**src/rtl/demux_tdm_1_4.sv**
```systemverilog
// demux_tdm_1_4: receiving end of a 4-slot TDM link.
// A frame strobe marks slot 0. The following slots are captured into slot
// registers, and the four registered outputs are then published together
// with a one-cycle valid pulse. An aborted frame produces a one-cycle err pulse.
// Optional feature: define DEMUX_PARITY_EN to add a fifth slot that carries
// even parity over all data bits; a parity mismatch reports err instead of valid.
module demux_tdm_1_4 #(
  parameter int unsigned WIDTH = 1
) (
  input  logic             clk,
  input  logic             reset,
  input  logic [WIDTH-1:0] in,
  input  logic             frame,
  output logic [WIDTH-1:0] out0,
  output logic [WIDTH-1:0] out1,
  output logic [WIDTH-1:0] out2,
  output logic [WIDTH-1:0] out3,
  output logic             valid,
  output logic             err
);

`ifdef DEMUX_PARITY_EN
  localparam int unsigned NSLOT = 5;
`else
  localparam int unsigned NSLOT = 4;
`endif
  localparam int unsigned LAST  = NSLOT - 1;
  localparam int unsigned CNT_W = 3;

  typedef enum logic {IDLE, RECV} state_t;

  state_t                  state_q, state_d;
  logic [CNT_W-1:0]        cnt_q, cnt_d;
  logic [3:0][WIDTH-1:0]   slot_q, slot_d;
  logic [3:0][WIDTH-1:0]   out_q, out_d;
  logic                    valid_q, valid_d;
  logic                    err_q, err_d;

  assign out0  = out_q[0];
  assign out1  = out_q[1];
  assign out2  = out_q[2];
  assign out3  = out_q[3];
  assign valid = valid_q;
  assign err   = err_q;

  // Next-state, slot capture and commit decisions
  always_comb begin
    state_d = state_q;
    cnt_d   = cnt_q;
    slot_d  = slot_q;
    out_d   = out_q;
    valid_d = 1'b0;
    err_d   = 1'b0;
    case (state_q)
      IDLE: begin
        if (frame) begin
          slot_d[0] = in;
          cnt_d     = CNT_W'(1);
          state_d   = RECV;
        end
      end
      RECV: begin
        if (frame) begin
          // Abort: drop the partial frame and restart with this word as slot 0
          err_d     = 1'b1;
          slot_d[0] = in;
          cnt_d     = CNT_W'(1);
        end else if (cnt_q == CNT_W'(LAST)) begin
          state_d = IDLE;
          cnt_d   = CNT_W'(0);
`ifdef DEMUX_PARITY_EN
          // Parity slot: bit 0 must equal the XOR of all data bits
          if (in[0] == (^slot_q)) begin
            out_d   = slot_q;
            valid_d = 1'b1;
          end else begin
            err_d   = 1'b1;
          end
`else
          // Last data slot is forwarded straight into the output register
          out_d    = slot_q;
          out_d[3] = in;
          valid_d  = 1'b1;
`endif
        end else begin
          slot_d[cnt_q[1:0]] = in;
          cnt_d              = cnt_q + CNT_W'(1);
        end
      end
      default: begin
        state_d = IDLE;
        cnt_d   = CNT_W'(0);
      end
    endcase
  end

  // State and output registers with synchronous reset
  always_ff @(posedge clk) begin
    if (reset) begin
      state_q <= IDLE;
      cnt_q   <= '0;
      slot_q  <= '0;
      out_q   <= '0;
      valid_q <= 1'b0;
      err_q   <= 1'b0;
    end else begin
      state_q <= state_d;
      cnt_q   <= cnt_d;
      slot_q  <= slot_d;
      out_q   <= out_d;
      valid_q <= valid_d;
      err_q   <= err_d;
    end
  end

endmodule

```
**config.mk**
```make
export PLATFORM = sky130hd
export DESIGN_NAME = demux_tdm_1_4
export DESIGN_NICKNAME = d
export VERILOG_FILES = /design/src/rtl/demux_tdm_1_4.sv
export SDC_FILE = /design/constraint.sdc
export NUM_CORES = 1
export LEC_CHECK = 0
export CAP_MARGIN = 10
export CELL_PAD_IN_SITES_DETAIL_PLACEMENT = 1
export CELL_PAD_IN_SITES_GLOBAL_PLACEMENT = 1
export CORE_MARGIN = 2
export CORE_UTILIZATION = 40
export CTS_CLUSTER_DIAMETER = 150
export DETAILED_ROUTE_END_ITERATION = 10
export PLACE_DENSITY = 0.84
export REMOVE_ABC_BUFFERS = 1
export SLEW_MARGIN = 20
export SYNTH_ARGS = -nofsm -noshare
export SYNTH_HDL_FRONTEND = slang
export SYNTH_SLANG_ARGS = --single-unit
```
**constraint.sdc**
```tcl
create_clock -name clk -period 2.8 [get_ports clk]
set_input_delay 0.56 -clock clk [delete_from_list [all_inputs] [get_ports clk]]
set_output_delay 0.56 -clock clk [all_outputs]
set_load 0.01 [all_outputs]
```
==> results of run 1 <==
==> flip-flops by register name, indices dropped and copies added, names as in the netlist <==
register  flops
cnt_q         3
err           1
out0          1
out1          1
out2          1
out3          1
slot_q        3
state_q       1
valid         1
==> placed cells by master, fill, tap and decap left out, drive strengths merged <==
cell,instances
inv,2
nand4b,2
a21oi,2
dfxtp,13
ha,4
nor3,2
nand2b,5
clkbuf,4
mux2i,8
a31oi,1
nor2,8
and4bb,1
nand2,2
clkdlybuf4s50,9
xor2,1
nor2b,1
==> worst max-delay path, cell delays in order <==
cell and delay (ns):
clkdlybuf4s50_1 0.54, and4bb_1 0.52, mux2i_1 0.27, nor2_1 0.06
==> per-stage QoR <==
step	utilization	cell area, um2
global route	0.5109	673.1
finish	0.5109	673.1
global placement	0.4910	646.9
CTS	0.5109	673.1
detailed placement	0.4910	646.9
floorplan	-	538.0
==> final timing paths <==
kind / startpoint / endpoint / depth (start not counted)
worst max-delay path: frame / out0$_SDFFE_PP0P_ / 4
worst min-delay path: cnt_q[2]$_SDFFE_PP0P_ / cnt_q[2]$_SDFFE_PP0P_ / 2
worst max register to register: cnt_q[0]$_SDFFE_PP0P_ / out0$_SDFFE_PP0P_ / 4
worst min register to register: cnt_q[2]$_SDFFE_PP0P_ / cnt_q[2]$_SDFFE_PP0P_ / 2
==> report_power, final <==
part	internal, mW	total, mW	switching (mW)
Combinational	0.0139	0.0270	0.0131
Clock	0.0551	0.115	0.0600
Sequential	0.190	0.196	0.00639
==> final cells by class <==
cell class,instances,area (um2)
timing repair buffer,9,90.09
clock buffer,4,26.28
fill,149,644.4
sequential,13,260.3
tap,15,18.77
inverter,2,7.507
multi-input combinational,37,270.3
==> cells by family after synthesis <==
group | after synthesis
DFF | 13
AOI/OAI and AO/OA | 3
muxes | 8
adders and majority gates | 4
xor gates and xnor gates | 1
buffers and inverters | 6
and+or+nand+nor | 21
==> per-layer routing <==
layer | wire length, um | up-vias | track usage | part of all wire
met5 | 0 | - | 0 | 0
met4 | 0 | 0 | 0.09677 | 0
met3 | 36 | 0 | 0.02609 | 0.033
met2 | 597 | 8 | 0.2656 | 0.54
met1 | 466 | 180 | 0.1848 | 0.42
li1 | - | 207 | - | -
==> results.cfg, run 1 <==
[clock_tree]
clock_path_buffers = 2
htree_levels = 1
clk_latency_ns = 0.27
clk_pin_slew_ns = 0.08
root_buffer = clkbuf_4
cts_resized = 0
cts_tree = built
numCtsBuffers = 3
post_cts_buffers = 0
cts.sinks = 13
ctsHoldBuffers = 0

[synth]
synth_fa_ha_area_frac = 0.08696
synth_top_area_cell = dfxtp_1
synth_top_area_frac = 0.4522
synthArstFlopShare = 0
synth_most_common_cell = dfxtp_1
synth_top_family_by_area = simple AND/OR/NAND/NOR gates
ys_ff_latch = 13
netlist_top_cells_area = dfxtp_1 (45%), mux2i_1 (14%), ha_1 (8.7%)
synth-simple-area-share = 0.2000
syn-mean-instance-area_um2 = 10.28
netlist_area_um2 = 575.6
netlist_instances = 56
ys_warn_count = 0
yosys-top-cells-count = dfxtp_1 (13), mux2i_1 (8), nor2_1 (8)
synth_cell_type_count = 16
synth_edf_count = 0
synth_seq_area_share = 0.4522
synth_xor_area_frac = 0.01522
synthMuxAreaShare = 0.1391
synthFlopType = dfxtp_1
synth_compound_area_frac = 0.02826

[placement]
dp_hpwl_um = 843.2
dp.cells = 76
gp_congestion = 0.7559
portBuffers = 9
dp_slack_ns = 0.7208

[setup_path]
path_class = input pin to flop
crit_arrival_ns = 1.94
end_kind = flop
critPathRequiredTime_ns = 2.95
start_kind = input pin
cp_max_fo = 9
rrSetupSlack_ns = 1.29

[grt]
overflow = 0
grt_max_degree = 15
grt_pass1_vias = 456
grt_first_pass_wirelength_um = 2042
antenna_found_initial = 0
track_usage = 0.1578

[floorplanning]
die_h_um = 41.93
die_w_um = 41.93
initial_core_util = 0.4368
pin_count = 10
std_cell_rows = 13
core_area_um2 = 1318
die_area_um2 = 1758

[route]
ant_nets = 0
viasPerCell = 4.938
first_pass_iters = 2
drc = 0
routed_wl_um = 1100
drtIter0Drc = 4
wire_per_inst_um = 13.75
via_count = 395

[timing]
finalSetupTns_ns = 0
fin_crit_ns = 1.792
rsz0062_at_grt = no
finalCritPeriodShare = 0.6401
fin_hold_ws_ns = 0.4627
fmax_ghz = 0.5579
tightest_slew_ns = 0.4207
setup_viol = 0
skew_ns = 0.005945
drv_slew = 0
relSlewSlack = 0.7187
final-hold-violation-count = 0
worst_slack_ns = 1.008

[power]
power_density_nw_per_um2 = 502.4
p_leak_nw = 0.2693
ir_drop_mv = 0.2073
total_power_mw = 0.3382

[run_status]
status = complete, no violations

[hold_path]
hold_path.class = flop to flop

[layout]
final_layout_size_suffix_gt1_frac = 0.04615
num_antenna_cells = 0
nets = 74
final_cells = 80
area_growth_pct = 16.96

[run]
drv_cap = 0
(Power assumes the default switching activity.)
==> run 2: changes to the inputs <==
--- a/config.mk
+++ b/config.mk
@@ -9,10 +9,10 @@
 export CELL_PAD_IN_SITES_DETAIL_PLACEMENT = 1
 export CELL_PAD_IN_SITES_GLOBAL_PLACEMENT = 1
 export CORE_MARGIN = 2
-export CORE_UTILIZATION = 40
+export CORE_UTILIZATION = 37
 export CTS_CLUSTER_DIAMETER = 150
 export DETAILED_ROUTE_END_ITERATION = 10
-export PLACE_DENSITY = 0.84
+export PLACE_DENSITY = 0.79
 export REMOVE_ABC_BUFFERS = 1
 export SLEW_MARGIN = 20
 export SYNTH_ARGS = -nofsm -noshare
==> constraint.sdc (replaced) <==
create_clock -name clk -period 1.7 [get_ports clk]
set_input_delay 0.34 -clock clk [delete_from_list [all_inputs] [get_ports clk]]
set_output_delay 0.34 -clock clk [all_outputs]
set_load 0.01 [all_outputs]
==> results.cfg, run 2 (synthesized netlist as in run 1, its figures left out) <==
[run_status]
status = complete, no violations

[route]
routed_wl_um = 1059
drc = 0
via_count = 430
drtIter0Drc = 7
ant_nets = 0
wire_per_inst_um = 12.46
first_pass_iters = 4
viasPerCell = 5.059

[setup_path]
start_kind = flop
rrSetupSlack_ns = 0.29
crit_arrival_ns = 1.17
critPathRequiredTime_ns = 1.36
cp_max_fo = 2
cp_top_family = buffers and inverters
path_cells = clkdlybuf4s50_1
path_class = flop to output pin
end_kind = output pin
crit_buf_inv = 1
critPathSlowestCell = clkdlybuf4s50_1
max_stage_delay_ns = 0.54

[clock_tree]
post_cts_buffers = 0
cts_resized = 0
cts_tree = built
ctsHoldBuffers = 0
clk_pin_slew_ns = 0.08
numCtsBuffers = 3
root_buffer = clkbuf_4
clock_path_buffers = 2
cts.sinks = 13
clk_latency_ns = 0.28
htree_levels = 1

[power]
p_leak_nw = 0.2888
power_density_nw_per_um2 = 806.2
ir_drop_mv = 0.3688

[layout]
fill_cells = 171
area_growth_pct = 22.39
layout_commonest_cell = dfxtp_1
final_layout_size_suffix_gt1_frac = 0.1014
fin_area_um2 = 704.4
nets = 78
postLayoutCoreUtil = 0.4731
reg.largest.list = cnt_q x3, slot_q x3
final_cell_mix = dfxtp_1 (13), clkdlybuf4s50_1 (9), nor2_1 (8), mux2i_1 (8), nand2b_1 (5)
num_antenna_cells = 0

[run]
drv_cap = 0

[timing]
rsz0062_at_grt = no
skew_ns = 0.003456
finalSetupTns_ns = 0
fin_hold_ws_ns = 0.4850
final-hold-violation-count = 0
tightest_slew_ns = 0.2991
relSlewSlack = 0.8006
drv_slew = 0
fin_crit_ns = 1.512
setup_viol = 0
worst_slack_ns = 0.1879
fmax_ghz = 0.6613
finalCritPeriodShare = 0.8895

[floorplanning]
std_cell_rows = 14
die_area_um2 = 1887
die_w_um = 43.44
core_area_um2 = 1489
pin_count = 10
initial_core_util = 0.3866
die_h_um = 43.44

[placement]
portBuffers = 9
placed_area_um2 = 678.2
dp_slack_ns = 0.07224
gp_congestion = 0.7486
dp_hpwl_um = 843.4

[grt]
antenna_found_initial = 0
grt_pass1_vias = 417
track_usage = 0.1376
overflow = 0
grt_first_pass_wirelength_um = 1890
grt_max_degree = 10

[hold_path]
hold_path.class = flop to flop
run 2: cell count changes in the layout (fill, tap and decap cells not counted):
cell   before  now
buf_4       0    4
run 2: worst min-delay path: stages (launching register included):
cell and delay (ns):
dfxtp_1 0.32, nand2_1 0.07, a21oi_1 0.05
run 2: final timing paths:
check                           to                  start  cells past startpoint
min reg2reg  cnt_q[2]$_SDFFE_PP0P_  cnt_q[2]$_SDFFE_PP0P_                      2
max                           out1      out1$_SDFFE_PP0P_                      1
max reg2reg      out1$_SDFFE_PP0P_  cnt_q[0]$_SDFFE_PP0P_                      4
min          cnt_q[2]$_SDFFE_PP0P_  cnt_q[2]$_SDFFE_PP0P_                      2
run 2: routing by layer:
layer | global-route usage | routed length (um) | share of wire | vias to the layer above
met5 | 0 | 0 | 0 | -
met4 | 0.05455 | 12 | 0.011 | 0
met3 | 0.05000 | 50 | 0.047 | 2
met2 | 0.2209 | 501 | 0.47 | 12
met1 | 0.1675 | 494 | 0.47 | 207
li1 | - | - | - | 209
run 2: final cells by class:
type	count	area (um2)	area share
multi-input combinational	37	270.3	0.3837
sequential	13	260.3	0.3694
timing repair buffer	13	120.1	0.1705
clock buffer	4	26.28	0.03730
tap	16	20.02	0.02842
inverter	2	7.507	0.01066
run 2: report_power, final:
group          switching (mW)  internal [mW]  total, mW  leakage (nW)
registers             0.00581          0.312      0.318         0.106
logic                  0.0263         0.0292     0.0555         0.168
clock network           0.103         0.0911      0.194        0.0150
run 2: stage by stage:
step                      cells  power [mW]
final                        85      0.5679
after global routing         85      0.5955
after CTS                    85      0.5771
after detailed placement     81      0.3816
after global placement       81      0.3803
after floorplan              52      0.3511
==> run 3: changes to the inputs <==
--- a/config.mk
+++ b/config.mk
@@ -12,7 +12,7 @@
 export CORE_UTILIZATION = 37
 export CTS_CLUSTER_DIAMETER = 150
 export DETAILED_ROUTE_END_ITERATION = 10
-export PLACE_DENSITY = 0.79
+export PLACE_DENSITY_LB_ADDON = 0.1
 export REMOVE_ABC_BUFFERS = 1
 export SLEW_MARGIN = 20
 export SYNTH_ARGS = -nofsm -noshare
==> results.cfg, run 3 (synthesized netlist as in run 1, its figures left out) <==
[run_status]
status = complete, no violations

[setup_path]
path_cells = clkdlybuf4s50_1
critPathRequiredTime_ns = 1.36
path_class = flop to output pin
cp_max_fo = 2
crit_arrival_ns = 1.15
max_stage_delay_ns = 0.54
crit_buf_inv = 1
cp_top_family = buffers and inverters
critPathSlowestCell = clkdlybuf4s50_1
start_kind = flop
end_kind = output pin
rrSetupSlack_ns = 0.25

[timing]
fmax_ghz = 0.6719
skew_ns = 0.003010
rsz0062_at_grt = no
worst_slack_ns = 0.2117
finalCritPeriodShare = 0.8755
drv_slew = 0
fin_crit_ns = 1.488
finalSetupTns_ns = 0
tightest_slew_ns = 0.3399
relSlewSlack = 0.7734
final-hold-violation-count = 0
setup_viol = 0

[route]
via_count = 413
ant_nets = 0
wire_per_inst_um = 11.76
viasPerCell = 4.859
routed_wl_um = 1000
drtIter0Drc = 1
first_pass_iters = 2
drc = 0

[floorplanning]
pin_count = 10
die_area_um2 = 1887
die_w_um = 43.44
initial_core_util = 0.3866
std_cell_rows = 14
die_h_um = 43.44
core_area_um2 = 1489

[clock_tree]
post_cts_buffers = 0
cts.sinks = 13
cts_resized = 0
ctsHoldBuffers = 0
root_buffer = clkbuf_4
clock_path_buffers = 2
clk_pin_slew_ns = 0.07
cts_tree = built
clk_latency_ns = 0.27
numCtsBuffers = 3
htree_levels = 1

[layout]
final_cells = 85
reg.largest.list = cnt_q x3, slot_q x3
final_layout_size_suffix_gt1_frac = 0.1014
fill_cells = 180
final_cell_mix = dfxtp_1 (13), clkdlybuf4s50_1 (9), nor2_1 (8), mux2i_1 (8), nand2b_1 (5)
regArea_um2 = 260.3
multi_input_area_um2 = 270.3
layout_commonest_cell = dfxtp_1
area_growth_pct = 22.39
num_antenna_cells = 0
nets = 78
postLayoutCoreUtil = 0.4731

[grt]
grt_first_pass_wirelength_um = 1676
grt_max_degree = 9
track_usage = 0.1276
grt_pass1_vias = 406
overflow = 0
antenna_found_initial = 0

[placement]
portBuffers = 9
dp_hpwl_um = 784.1
dp.cells = 81
dp_slack_ns = 0.02997
gp_congestion = 0.6360

[power]
p_seq_frac = 0.571
pwr-share-clk = 0.330
p_leak_nw = 0.2888
power_density_nw_per_um2 = 790.7
total_power_mw = 0.5570
p_int_mw = 0.4325
power_frac_comb = 0.099
ir_drop_mv = 0.4032
swShare = 0.2235
p_sw_mw = 0.1245

[run]
drv_cap = 0

[hold_path]
hold_path.class = flop to flop
run 3: per-stage QoR:
stage	area (um2)	hold WS, ns
floorplan	538.0	0.4115
global placement	678.2	0.4311
detailed placement	678.2	0.4567
CTS	704.4	0.4672
global route	704.4	0.5000
finish	704.4	0.4524
run 3: per-layer routing:
layer | global-route usage | vias to the layer above | share of wire
met1 | 0.1377 | 187 | 0.48
met4 | 0.07273 | 0 | 0.025
li1 | - | 212 | -
met5 | 0 | - | 0
met2 | 0.1940 | 10 | 0.44
met3 | 0.07500 | 4 | 0.052
run 3: final cells by class:
cell class	instances	share of cell area
Inverter	2	0.01066
Clock buffer	4	0.03730
Timing Repair Buffer	13	0.1705
Sequential cell	13	0.3694
Multi-Input combinational cell	37	0.3837
Tap cell	16	0.02842
run 3: worst paths after layout:
kind,start,cells past startpoint,endpoint
max reg2reg,cnt_q[0]$_SDFFE_PP0P_,4,out2$_SDFFE_PP0P_
min,cnt_q[2]$_SDFFE_PP0P_,2,cnt_q[2]$_SDFFE_PP0P_
min reg2reg,cnt_q[2]$_SDFFE_PP0P_,2,cnt_q[2]$_SDFFE_PP0P_
max,out2$_SDFFE_PP0P_,1,out2
run 3: power groups by stage:
| stage | sequential, mW | combinational, mW | clock (mW) |
|---|---|---|---|
| final | 0.318 | 0.0550 | 0.184 |
| after global routing | 0.319 | 0.0628 | 0.214 |
| after CTS | 0.318 | 0.0563 | 0.202 |
| after detailed placement | 0.326 | 0.0561 | 0 |
| after global placement | 0.326 | 0.0552 | 0 |
| after floorplan | 0.327 | 0.0237 | 0 |
